### config.mk
export PLATFORM = sky130hd
export DESIGN_NAME = systarr_sched
export DESIGN_NICKNAME = d
export VERILOG_FILES = /design/src/rtl/systarr_sched.sv
export SDC_FILE = /design/constraint.sdc
export NUM_CORES = 1
export LEC_CHECK = 0
export BUFFER_PORTS_ARGS = -buffer_cell sky130_fd_sc_hd__buf_2
export CORE_UTILIZATION = 55
export DETAILED_ROUTE_END_ITERATION = 6
export PLACE_DENSITY = 0.79
export SLEW_MARGIN = 5
export SYNTH_ARGS = -nofsm -noshare
export SYNTH_HDL_FRONTEND = slang
export SYNTH_SLANG_ARGS = --single-unit
### constraint.sdc
create_clock -name clk -period 4.35 [get_ports clk]
set_clock_uncertainty 0.15 [all_clocks]
set_input_delay 0.435 -clock clk [delete_from_list [all_inputs] [get_ports clk]]
set_output_delay 0.435 -clock clk [all_outputs]
set_load 0.1 [all_outputs]
### src/rtl/systarr_sched.sv
// Band scheduler for the DTW systolic array: preloads T bands, streams R, drives PE controls.
// Optional cycle statistics counter enabled by defining SYSTARR_SCHED_STAT_EN.
module systarr_sched #(
  parameter int N_PE  = 6,
  parameter int IDX_W = 5
) (
  input  logic                clk,
  input  logic                nrst,
  input  logic                start,
  input  logic [IDX_W-1:0]    t_len,
  input  logic [IDX_W-1:0]    r_len,
  input  logic                hold,
  output logic                busy,
  output logic                done,
  output logic                t_rd,
  output logic [IDX_W-1:0]    t_addr,
  output logic                r_rd,
  output logic [IDX_W-1:0]    r_addr,
  output logic                sa_ena,
  output logic [IDX_W-1:0]    sa_tindex,
  output logic [IDX_W-1:0]    sa_rindex,
  output logic [2*N_PE-1:0]   sa_tsrc,
  output logic [2*N_PE-1:0]   sa_rsrc,
  output logic [N_PE-1:0]     path_vld,
  output logic [IDX_W-1:0]    band_base
`ifdef SYSTARR_SCHED_STAT_EN
  ,
  input  logic                stat_clr,
  output logic [15:0]         stat_cycles
`endif
);

  localparam int CW = $clog2((1 << IDX_W) + N_PE + 1);
  localparam int AW = CW + 1;
  localparam logic [1:0] SRC_NB   = 2'b01;
  localparam logic [1:0] SRC_EXT  = 2'b10;
  localparam logic [1:0] SRC_ZERO = 2'b11;
  localparam logic [IDX_W:0] IDX_MAX = {1'b0, {IDX_W{1'b1}}};

  typedef enum logic [1:0] {S_IDLE, S_LOAD, S_STREAM, S_NEXT} state_t;

  state_t            state, state_nxt;
  logic [CW-1:0]     cnt, cnt_nxt, cm1;
  logic [IDX_W-1:0]  tl_q, tl_nxt, rl_q, rl_nxt, bb_q, bb_nxt, bb_adv;
  logic [IDX_W:0]    bb_sum;
  logic              zdone_q, zdone_nxt, more;
  logic [AW-1:0]     row, trow;

  always_comb begin
    bb_sum = {1'b0, bb_q} + (IDX_W+1)'(N_PE);
    bb_adv = (bb_sum > IDX_MAX) ? IDX_MAX[IDX_W-1:0] : bb_sum[IDX_W-1:0];
    more   = bb_adv < tl_q;
  end

  always_ff @(posedge clk or negedge nrst) begin
    if (!nrst) begin
      state   <= S_IDLE;
      cnt     <= '0;
      tl_q    <= '0;
      rl_q    <= '0;
      bb_q    <= '0;
      zdone_q <= 1'b0;
    end else begin
      state   <= state_nxt;
      cnt     <= cnt_nxt;
      tl_q    <= tl_nxt;
      rl_q    <= rl_nxt;
      bb_q    <= bb_nxt;
      zdone_q <= zdone_nxt;
    end
  end

  always_comb begin
    state_nxt = state;
    cnt_nxt   = cnt;
    tl_nxt    = tl_q;
    rl_nxt    = rl_q;
    bb_nxt    = bb_q;
    zdone_nxt = 1'b0;
    case (state)
      S_IDLE: begin
        if (start) begin
          if (t_len == '0 || r_len == '0) begin
            zdone_nxt = 1'b1;
          end else begin
            tl_nxt    = t_len;
            rl_nxt    = r_len;
            bb_nxt    = '0;
            cnt_nxt   = '0;
            state_nxt = S_LOAD;
          end
        end
      end
      S_LOAD: begin
        if (!hold) begin
          if (cnt == CW'(N_PE)) begin
            cnt_nxt   = '0;
            state_nxt = S_STREAM;
          end else begin
            cnt_nxt = cnt + CW'(1);
          end
        end
      end
      S_STREAM: begin
        if (!hold) begin
          if (cnt == CW'(rl_q) + CW'(N_PE - 1)) begin
            // Band advance folds into the last stream cycle; NEXT only closes the job.
            cnt_nxt   = '0;
            bb_nxt    = bb_adv;
            state_nxt = more ? S_LOAD : S_NEXT;
          end else begin
            cnt_nxt = cnt + CW'(1);
          end
        end
      end
      S_NEXT: begin
        if (!hold) state_nxt = S_IDLE;
      end
      default: state_nxt = S_IDLE;
    endcase
  end

  always_comb begin
    busy      = (state != S_IDLE);
    done      = zdone_q | ((state == S_NEXT) && !hold);
    band_base = bb_q;
    t_rd      = 1'b0;
    t_addr    = '0;
    r_rd      = 1'b0;
    r_addr    = '0;
    sa_ena    = 1'b0;
    sa_tindex = '0;
    sa_rindex = '0;
    sa_tsrc   = '0;
    sa_rsrc   = '0;
    path_vld  = '0;
    row       = AW'(bb_q) + AW'(cnt);
    trow      = row - AW'(1);
    cm1       = cnt - CW'(1);
    case (state)
      S_LOAD: begin
        if (cnt < CW'(N_PE)) begin
          t_addr = row[IDX_W-1:0];
          t_rd   = !hold && (row < AW'(tl_q));
        end
        if (cnt != '0) begin
          sa_ena    = !hold;
          sa_tindex = trow[IDX_W-1:0];
          for (int unsigned j = 0; j < N_PE - 1; j++)
            sa_tsrc[2*(N_PE-1-j) +: 2] = SRC_NB;
          // Rows past t_len enter the chain as zero.
          sa_tsrc[1:0] = (trow < AW'(tl_q)) ? SRC_EXT : SRC_ZERO;
        end
      end
      S_STREAM: begin
        if (cnt < CW'(rl_q)) begin
          r_rd   = !hold;
          r_addr = cnt[IDX_W-1:0];
        end
        if (cnt != '0) begin
          sa_ena    = !hold;
          sa_rindex = cm1[IDX_W-1:0];
          for (int unsigned j = 1; j < N_PE; j++)
            sa_rsrc[2*(N_PE-1-j) +: 2] = SRC_NB;
          sa_rsrc[2*N_PE-1 -: 2] = (cnt <= CW'(rl_q)) ? SRC_EXT : SRC_ZERO;
        end
        for (int unsigned j = 0; j < N_PE; j++) begin
          if (cnt >= CW'(j + 1) && cnt <= CW'(rl_q) + CW'(j) &&
              (AW'(bb_q) + AW'(j) < AW'(tl_q)))
            path_vld[N_PE-1-j] = !hold;
        end
      end
      default: ;
    endcase
  end

`ifdef SYSTARR_SCHED_STAT_EN
  always_ff @(posedge clk or negedge nrst) begin
    if (!nrst)
      stat_cycles <= '0;
    else if (stat_clr)
      stat_cycles <= '0;
    else if (busy && !hold && stat_cycles != '1)
      stat_cycles <= stat_cycles + 16'd1;
  end
`endif

endmodule

=== Word level (Yosys, flattened, before mapping) ===
Index checks and enable logic that the tools add are counted.

* Register bits after elaboration: 24
* Logic and storage cells: 139
* Bits of input ports: 14

* Mux-type cells: 52
* Bitwise operators: 2
* $lt $le $gt $ge: 24
* Eq/ne operators: 12
* $add $sub $neg: 15
* Reduce and logical (&&, ||, !) cells: 28

{| class="wikitable"
|+ Operators by type and width
! operator !! number
|-
| two-way mux 5 bit || 13
|-
| two-way mux 6 bit || 7
|-
| < comparator 6 x 5 -> 1 bit || 6
|-
| adder 5 x 3 -> 6 bit (second input constant) || 5
|-
| <= comparator 6 bit || 5
|-
| adder 5 x 2 -> 6 bit (second input constant) || 4
|-
| two-way mux 12 bit || 2
|-
| two-way mux 11 bit || 2
|-
| >= comparator 6 x 3 -> 1 bit (second input constant) || 3
|-
| case mux 6 bit (3 select lines) || 1
|-
| two-way mux 1 bit || 17
|-
| two-way mux 2 bit || 8
|-
| logical AND 1 bit || 14
|-
| < comparator 7 x 5 -> 1 bit || 2
|-
| inequality test 2 bit (second input constant) || 7
|-
| adder 5 x 1 -> 6 bit (second input constant) || 2
|-
| >= comparator 6 x 2 -> 1 bit (second input constant) || 2
|-
| logical NOT 5 bit || 2
|-
| < comparator 5 bit || 2
|-
| case mux 5 bit (2 select lines) || 1
|-
| AND reduction 5 bit || 2
|-
| case mux 2 bit (4 select lines) || 1
|-
| adder 5 x 6 -> 7 bit || 1
|-
| AND reduction 7 bit || 1
|-
| 21 further kinds || 23
|}

=== Logic depth before layout (Yosys ltp) ===
Gate-level depths: netlist of run 1.

* Word-level depth: 8
* Mapped depth: 14
* Depth with buffers taken out: 14

=== Least setup slack after synthesis of run 1 ===
No wires, ideal clock.

* Path type: reg2out
* From: reg bb_q[1] (netlist: band_base[1])
* To: out path_vld[3]
* Data arrival time: 7.002 ns
* Data required time: 3.765 ns
* Stages on the path, launching flop included: 8
* Path slack: -3.237 ns
* Cells stage by stage: dfrtp_1 inv_1 ha_1 ha_1 nor2b_1 o21ai_0 nand2b_1 a2111oi_0

* Longest elaborated chain between the ends: 5

{| class="wikitable"
|+ RTL lines
! item !! line !! text
|-
| from (decl) || 44 || <nowiki>logic [IDX_W-1:0] tl_q, tl_nxt, rl_q, rl_nxt, bb_q, bb_nxt, bb_adv;</nowiki>
|-
| from (signal assigned) || 68 || <nowiki>bb_q <= bb_nxt;</nowiki>
|-
| adder 5 x 2 -> 6 bit || 169 || <nowiki>(AW'(bb_q) + AW'(j) < AW'(tl_q)))</nowiki>
|-
| < comparator 6 x 5 -> 1 bit || 169 ||
|-
| logical AND 1 bit || 168 || <nowiki>if (cnt >= CW'(j + 1) && cnt <= CW'(rl_q) + CW'(j) &&</nowiki>
|-
| two-way mux 1 bit || 168 ||
|-
| two-way mux 6 bit || 140 || <nowiki>case (state)</nowiki>
|-
| to (decl) || 24 || <nowiki>output logic [N_PE-1:0] path_vld,</nowiki>
|}

No other way between the ends.

=== Worst setup path in the final report of run 1 ===
* From: reg bb_q[1] (netlist: band_base[1])
* To: out sa_tsrc[0]

* Longest elaborated chain between the ends: 6

{| class="wikitable"
|+ RTL lines
! item !! line !! text
|-
| adder 5 x 6 -> 7 bit || 137 || <nowiki>row = AW'(bb_q) + AW'(cnt);</nowiki>
|-
| subtractor 7 x 1 -> 7 bit || 138 || <nowiki>trow = row - AW'(1);</nowiki>
|-
| < comparator 7 x 5 -> 1 bit || 152 || <nowiki>sa_tsrc[1:0] = (trow < AW'(tl_q)) ? SRC_EXT : SRC_ZERO;</nowiki>
|-
| two-way mux 1 bit || 152 ||
|-
| two-way mux 11 bit || 146 || <nowiki>if (cnt != '0) begin</nowiki>
|-
| two-way mux 11 bit || 140 ||
|-
| to (decl) || 22 || <nowiki>output logic [2*N_PE-1:0] sa_tsrc,</nowiki>
|}

No other way between the ends.

==> flow_metrics.py, run 1 <==
metrics = {
    "route": {
        "routed_wl_um": 10200,
        "ant_nets": 0,
        "drc_errors": 0,
        "via_per_inst": 5.68,
        "vias": 3594,
        "wl_per_cell_um": 16.1,
        "drt_first_pass_iters": 4,
        "dr.first_iter.drc_count": 218,
    },
    "sta": {
        "setup_viol": 0,
        "final_max_slew_viol_count": 0,
        "worstMarginPinSlew_ps": 587,
        "rsz0062_at_grt": "false",
        "post-route-period-util": 0.955,
        "slew_headroom": 0.609,
        "period_minus_slack_ps": 4160,
        "hold_slack_ps": -1.11,
        "hold_viol": 1,
        "max_freq_mhz": 241,
    },
    "job": {
        "max_cap_violations": 0,
    },
    "cts": {
        "clockRootBuffer": "clkbuf_8",
        "clkTransAtPathRegs_ps": 90,
        "clock_latency_ps": 270,
        "cts_hold_buf": 0,
        "cts_tree": "built",
        "clockBufferDepth": 2,
        "h-tree-depth": 1,
        "cts_made_buffers": 3,
        "clock-sinks": 24,
    },
    "global_route": {
        "grt_max_degree": 25,
        "grt_first_pass_wirelength_um": 16700,
        "grt_pass1_vias": 3431,
        "gr-total-overflow": 0,
        "antenna_found_initial": 0,
        "grtUsageTotal": 0.279,
    },
    "synth": {
        "synth_edf_count": 0,
        "netlist_instances": 481,
        "async_reset_ff_frac": 1.00,
        "ys_warn_count": 0,
        "synth-xor-area-share": 0.0704,
        "syn_area_mm2": 0.00398,
        "synth.ff_latch_count": 24,
        "synth_flop_cell": "dfrtp_1",
        "synth-compound-area-share": 0.184,
        "synth-simple-area-share": 0.174,
        "synth.distinct_cells": 58,
        "synth_top_family_by_area": "adder cells",
        "synth_fa_ha_area_frac": 0.297,
        "synth-seq-area-share": 0.151,
        "syn_avg_cell_area_um2": 8.27,
        "muxShareOfSynthArea": 0.0336,
    },
    "floorplan": {
        "rows": 30,
        "die_area_mm2": 0.00758,
        "die_w_um": 87.1,
        "die_height_um": 87.1,
        "start_util": 0.576,
        "coreArea_mm2": 0.00691,
        "io_pins": 74,
    },
    "placed_design": {
        "routabilityCongestion": 0.929,
        "io_buffers": 63,
        "dp_hpwl_um": 8090,
        "place_area_mm2": 0.00435,
    },
    "worst_setup_path": {
        "crit_required_ps": 3760,
        "reg2reg_slack_ps": 1200,
        "path_class": "reg2out",
        "cp_max_fo": 6,
        "reg2reg_from": "rl_q[3]",
        "critPathLaunch": "band_base[1]",
        "cp_cell_sequence": "ha_1 -> a211oi_1 -> nor2_1 -> xor2_1 -> nor3_1 -> or2_2 -> ha_1 -> nand2_1 -> a21oi_1 -> a211oi_2 -> nor3b_4 -> a21oi_4 -> buf_4",
        "cpMaxStageDelayCell": "dfrtp_2",
        "worstSetupStartpointType": "flip-flop",
        "critPathCaptureType": "primary output",
        "r2r_end": "band_base[0]",
        "cp_common_cell": "ha_1",
        "critical_path_arrival_ps": 3570,
        "slowest_delay_ps": 440,
        "r2r_cells": 9,
    },
    "final_layout": {
        "syn2layout_area_growth_pct": 12.1,
        "final_common_cell": "ha_1",
        "nets": 646,
        "fin_area_mm2": 0.00446,
        "layout_common_cells": "ha_1, buf_2, inv_1, nand2_1, a21oi_1",
        "multiInputGateArea_mm2": 0.00312,
        "fillers": 601,
        "final_layout_size_suffix_gt1_frac": 0.203,
        "seqCellArea_um2": 603,
        "diodes": 0,
    },
    "outcome": {
        "violations": "hold timing",
        "status": "finished with violations",
    },
    "hold_path": {
        "hp-class": "in2async",
    },
}
## synth_stat cells (2+ instances only)
cell	instances	area (um2)
ha_1	93	1160
inv_1	37	139
nand2_1	33	124
a21oi_1	30	150
nor2_1	27	101
xnor2_1	25	219
dfrtp_1	24	601
o21ai_0	23	115
buf_4	21	158
mux2_2	11	124
nor2b_1	11	68.8
a211oi_1	10	75.1
a21o_1	10	75.1
nand2b_1	9	56.3
nor3_1	9	45.0
and3_1	8	50.1
nand3_1	8	40.0
o21a_1	8	60.1
o21ai_1	7	35.0
xor2_1	7	61.3
clkbuf_1	5	18.8
or3_1	5	31.3
and2_1	4	25.0
buf_2	4	20.0
o21bai_1	4	30.0
o22ai_1	4	25.0
nand4_1	3	18.8
nor3b_1	3	22.5
or4_1	3	22.5
a2111oi_0	2	17.5
and4_1	2	17.5
clkinv_1	2	7.51
nor4_1	2	12.5
o31ai_1	2	15.0
or2_2	2	12.5
## sequential cells by signal, summed over array words and instances (netlist names)
register	count
band_base	5
state	2
tl_q	5
cnt	6
zdone_q	1
rl_q	5
## cell type report
cell class                      count  area share
Clock buffer                        3     0.00925
Inverter                           39      0.0328
Multi-Input combinational cell    396       0.699
Sequential cell                    24       0.135
Clock inverter                      1     0.00673
Tap cell                           96      0.0269
Timing Repair Buffer               74      0.0897
## worst max path at each step
stage | end
floorplan | path_vld[3]
global placement | sa_tsrc[0]
detailed placement | sa_tsrc[0]
CTS | sa_tsrc[0]
global route | sa_tsrc[0]
finish | sa_tsrc[0]
## logic make-up (layout without fill, tap and decap cells)
| family | after synthesis | count (layout) |
|---|---|---|
| other | 1 | 10 |
| DFF | 24 | 24 |
| adders and majority gates | 94 | 94 |
| muxes | 12 | 12 |
| AOI/OAI and AO/OA | 114 | 114 |
| buffers and inverters | 70 | 117 |
| xor gates and xnor gates | 32 | 32 |
| and+or+nand+nor | 134 | 134 |
## worst max-delay path, delay by kind of cell (launching register included)
family	cells	cell delay [ps]
AO/OA/AOI/OAI	4	650
XOR/XNOR	1	410
adder cells (fa/ha/maj)	2	620
buffers and inverters	1	230
flip-flops	1	440
AND/OR/NAND/NOR	5	960
## routing by layer
layer / wire [um] / track usage / up-vias
li1: - / - / 1783
met1: 4570 / 0.377 / 1694
met2: 4880 / 0.478 / 107
met3: 604 / 0.0351 / 10
met4: 103 / 0.0530 / 0
met5: 0 / 0 / -
## repair_timing
| item | 4_1_cts | 5_1_grt |
|---|---|---|
| setup buffers | 1 | 2 |
| pin swaps | 1 | 0 |
| resized for setup | 2 | 3 |
| setup endpoints to repair | 1 | 1 |
## metrics by stage
step	TNS [ps]	setup WS, ps	util	std cells	hold slack (ps)
2_1_floorplan	-490	-490	-	490	-10.6
3_3_place_gp	0	209	0.629	626	306
3_5_place_dp	0	88.9	0.629	626	307
4_1_cts	0	50.4	0.642	631	11.8
5_1_grt	0	25.4	0.646	633	35.5
6_report	0	195	0.646	633	-1.11
Power of run 1 is not shown: default switching activity piles up to over one toggle a cycle in this logic, so the estimate is an artifact.
==> run 2: changes to the inputs <==
--- a/config.mk
+++ b/config.mk
@@ -6,9 +6,12 @@
 export NUM_CORES = 1
 export LEC_CHECK = 0
 export BUFFER_PORTS_ARGS = -buffer_cell sky130_fd_sc_hd__buf_2
-export CORE_UTILIZATION = 55
+export CAP_MARGIN = 20
+export CELL_PAD_IN_SITES_DETAIL_PLACEMENT = 0
+export CELL_PAD_IN_SITES_GLOBAL_PLACEMENT = 2
+export CORE_UTILIZATION = 34
 export DETAILED_ROUTE_END_ITERATION = 6
-export PLACE_DENSITY = 0.79
+export PLACE_DENSITY_LB_ADDON = 0.1
 export SLEW_MARGIN = 5
 export SYNTH_ARGS = -nofsm -noshare
 export SYNTH_HDL_FRONTEND = slang
==> flow_metrics.py, run 2 (synthesized netlist as in run 1, its figures left out) <==
metrics = {
    "cts": {
        "clockRootBuffer": "clkbuf_16",
        "clkTransAtPathRegs_ps": 60,
        "h-tree-depth": 1,
        "cts_hold_buf": 0,
        "post_cts_buffers": 0,
        "clockBufferDepth": 2,
        "cts_made_buffers": 3,
        "clock_latency_ps": 260,
        "cts_tree": "built",
        "clock-sinks": 24,
    },
    "placed_design": {
        "place_ws_ps": 296,
        "io_buffers": 63,
        "routabilityCongestion": 0.782,
        "dp_hpwl_um": 9420,
    },
    "sta": {
        "period_minus_slack_ps": 4120,
        "final_max_slew_viol_count": 0,
        "fin_tns_setup_ps": 0,
        "fin_ws_ps": 235,
        "rsz0062_at_grt": "false",
        "worstMarginPinSlew_ps": 637,
        "slew_headroom": 0.572,
        "max_freq_mhz": 243,
        "post-route-period-util": 0.946,
        "setup_viol": 0,
        "hold_slack_ps": 22.3,
        "hold_viol": 0,
    },
    "final_layout": {
        "syn2layout_area_growth_pct": 14.8,
        "final_layout_size_suffix_gt1_frac": 0.206,
        "top_register": "cnt",
        "layout_common_cells": "ha_1, buf_2, inv_1, nand2_1, a21oi_1",
        "largest_reg_flops": 6,
        "nets": 647,
        "diodes": 0,
        "final_common_cell": "ha_1",
        "final_util": 0.400,
        "fillers": 1201,
    },
    "global_route": {
        "gr-total-overflow": 0,
        "grt_first_pass_wirelength_um": 17900,
        "grtUsageTotal": 0.194,
        "grt_pass1_vias": 3374,
        "grt_max_degree": 25,
        "antenna_found_initial": 0,
    },
    "job": {
        "max_cap_violations": 0,
    },
    "floorplan": {
        "rows": 39,
        "start_util": 0.349,
        "die_area_mm2": 0.0121,
        "die_height_um": 110,
        "die_w_um": 110,
        "io_pins": 74,
        "coreArea_mm2": 0.0114,
    },
    "worst_setup_path": {
        "worstSetupStartpointType": "flip-flop",
        "critPathCaptureType": "primary output",
        "crit_required_ps": 3760,
        "cp_max_fo": 7,
        "critical_path_arrival_ps": 3530,
        "path_class": "reg2out",
    },
    "route": {
        "wl_per_cell_um": 17.0,
        "via_per_inst": 5.15,
        "ant_nets": 0,
        "vias": 3505,
        "drt_first_pass_iters": 4,
        "dr.first_iter.drc_count": 132,
        "routed_wl_um": 11600,
        "drc_errors": 0,
    },
    "outcome": {
        "status": "finished, final reports clean",
    },
    "hold_path": {
        "hp-class": "in2async",
    },
}
## run 2: final timing paths
kind,start,to,slack (ps),cells after the start
max,band_base[1],sa_tsrc[0],230,13
min,nrst,band_base[2],20,1
max reg2reg,rl_q[2],cnt[3],1320,10
min reg2reg,tl_q[3],tl_q[3],390,1
max in group asynchronous,nrst,band_base[0],3600,1
min in group clk,t_len[2],tl_q[2],270,2
## run 2: worst max-delay path, stage by stage (launching register included)
cell	delay [ps]
dfrtp_2	450
ha_1	300
a211oi_1	280
nor2_1	110
xor2_1	410
nor3_1	150
or2_2	340
ha_1	320
nand2_1	90
a21oi_1	50
a211oi_2	230
nor3b_2	270
a21oi_4	90
buf_6	190
## run 2: through the flow
step | instance area, um2 | std cells
after global placement | 4440 | 677
after global routing | 4570 | 681
after floorplan | 4060 | 490
after CTS | 4550 | 681
after detailed placement | 4440 | 677
final | 4570 | 681
## run 2: routing by layer
metal  global-route usage  share of wire  vias to the layer above
li1                     -              -                     1780
met1                0.280           0.51                     1661
met2                0.324           0.46                       59
met3               0.0200          0.022                        5
met4               0.0169         0.0041                        0
met5                    0              0                        -
## run 2: what timing repair did
action,4_1_cts,5_1_grt
gates resized for setup,2,5
setup endpoints to repair,1,1
endpoints found under the hold margin,0,0
pin swaps,0,0
gates cloned,0,0
## run 2: final cells by class
class | instances | area [um2] | area share
clock buffers | 3 | 75.1 | 0.0164
clock inverters | 1 | 30.0 | 0.00657
inverters | 39 | 146 | 0.0320
multi-input cells | 396 | 3120 | 0.684
flip-flops and latches | 24 | 603 | 0.132
well taps | 143 | 179 | 0.0392
repair buffers | 75 | 412 | 0.0901
Power of run 2 is left out for the same reason.
==> run 3: changes to the inputs <==
--- a/config.mk
+++ b/config.mk
@@ -8,8 +8,8 @@
 export BUFFER_PORTS_ARGS = -buffer_cell sky130_fd_sc_hd__buf_2
 export CAP_MARGIN = 20
 export CELL_PAD_IN_SITES_DETAIL_PLACEMENT = 0
-export CELL_PAD_IN_SITES_GLOBAL_PLACEMENT = 2
-export CORE_UTILIZATION = 34
+export CELL_PAD_IN_SITES_GLOBAL_PLACEMENT = 1
+export CORE_UTILIZATION = 43
 export DETAILED_ROUTE_END_ITERATION = 6
 export PLACE_DENSITY_LB_ADDON = 0.1
 export SLEW_MARGIN = 5
==> flow_metrics.py, run 3 (synthesized netlist as in run 1, its figures left out) <==
metrics = {
    "global_route": {
        "grt_max_degree": 25,
        "antenna_found_initial": 0,
        "grt_first_pass_wirelength_um": 17800,
        "grtUsageTotal": 0.229,
        "grt_pass1_vias": 3516,
        "gr-total-overflow": 0,
    },
    "route": {
        "routed_wl_um": 10800,
        "wl_per_cell_um": 16.7,
        "vias": 3523,
        "dr.first_iter.drc_count": 196,
        "via_per_inst": 5.45,
        "drc_errors": 0,
        "drt_first_pass_iters": 6,
        "ant_nets": 0,
    },
    "cts": {
        "cts_tree": "built",
        "cts_hold_buf": 0,
        "clkTransAtPathRegs_ps": 80,
        "clockBufferDepth": 2,
        "clockRootBuffer": "clkbuf_8",
        "clock_latency_ps": 270,
        "h-tree-depth": 1,
        "clock-sinks": 24,
        "post_cts_buffers": 0,
        "cts_made_buffers": 3,
    },
    "final_layout": {
        "final_common_cell": "ha_1",
        "final_layout_size_suffix_gt1_frac": 0.208,
        "top_register": "cnt",
        "final_cells": 646,
        "syn2layout_area_growth_pct": 13.1,
        "diodes": 0,
        "nets": 647,
        "largest_reg_flops": 6,
        "layout_common_cells": "ha_1, buf_2, inv_1, nand2_1, a21oi_1",
    },
    "sta": {
        "period_minus_slack_ps": 4120,
        "rsz0062_at_grt": "false",
        "fin_tns_setup_ps": 0,
        "hold_slack_ps": -0.756,
        "hold_viol": 1,
        "setup_viol": 0,
        "max_freq_mhz": 242,
        "final_max_slew_viol_count": 0,
        "post-route-period-util": 0.948,
        "worstMarginPinSlew_ps": 607,
        "slew_headroom": 0.595,
        "fin_ws_ps": 225,
    },
    "worst_setup_path": {
        "critical_path_arrival_ps": 3540,
        "slowest_delay_ps": 390,
        "crit_buf_inv": 2,
        "critPathTopFamily": "simple AND/OR/NAND/NOR gates",
        "crit_required_ps": 3760,
        "worstSetupStartpointType": "flip-flop",
        "path_class": "reg2out",
        "critPathCaptureType": "primary output",
        "cp_max_fo": 5,
        "cp_common_cell": "ha_1",
        "cp_cell_sequence": "ha_1 -> inv_1 -> fa_1 -> nand2b_1 -> a21oi_2 -> xor2_2 -> nor3_1 -> or2_2 -> ha_1 -> nand2_1 -> a21oi_1 -> a211oi_2 -> nor3b_4 -> a21oi_4 -> buf_4",
        "cpMaxStageDelayCell": "fa_1",
    },
    "floorplan": {
        "start_util": 0.450,
        "io_pins": 74,
        "die_w_um": 98.2,
        "die_area_mm2": 0.00964,
        "rows": 34,
        "die_height_um": 98.2,
        "coreArea_mm2": 0.00885,
    },
    "job": {
        "max_cap_violations": 0,
    },
    "placed_design": {
        "place_ws_ps": 205,
        "io_buffers": 63,
        "routabilityCongestion": 0.820,
        "dp_hpwl_um": 8660,
        "dp.cells": 642,
    },
    "outcome": {
        "violations": "hold timing",
        "status": "finished with violations",
    },
    "hold_path": {
        "hp-class": "in2async",
    },
}
==> run 3: layout make-up <==
cell class / instances / area (um2)
multi-input cells: 396 / 3140
fillers: 890 / 4350
clock buffers: 3 / 41.3
inverters: 39 / 146
flip-flops and latches: 24 / 603
well taps: 108 / 135
repair buffers: 75 / 408
clock inverters: 1 / 30.0
==> run 3: worst paths after layout <==
check / startpoint / end / slack, ps / cells after the start
setup / recovery: band_base[0] / sa_tsrc[0] / 230 / 15
hold reg to reg: tl_q[3] / tl_q[3] / 400 / 1
min in group clk: r_len[4] / rl_q[4] / 260 / 2
max in group asynchronous: nrst / band_base[0] / 3650 / 1
hold / removal: nrst / cnt[1] / -0.8 / 1
setup reg to reg: rl_q[2] / state[1] / 1260 / 11
==> run 3: through the flow <==
step / hold slack, ps / instance area, um2 / utilization
detailed placement: 320 / 4390 / 0.496
finish: -0.756 / 4500 / 0.509
CTS: 29.7 / 4470 / 0.505
global placement: 310 / 4390 / 0.496
floorplan: -10.6 / 4060 / -
global route: 49.2 / 4500 / 0.509
==> run 3: timing repair <==
item,CTS,global route
gates resized for setup,1,7
endpoints found under the hold margin,0,0
endpoints found under the setup margin,1,1
==> run 3: routing by layer <==
layer	track usage	wire length [um]	up-vias
met5	0	0	-
met4	0.0299	90	0
met3	0.0172	297	11
met2	0.404	5110	67
met1	0.314	5290	1665
li1	-	-	1780
Power of run 3 is left out for the same reason.
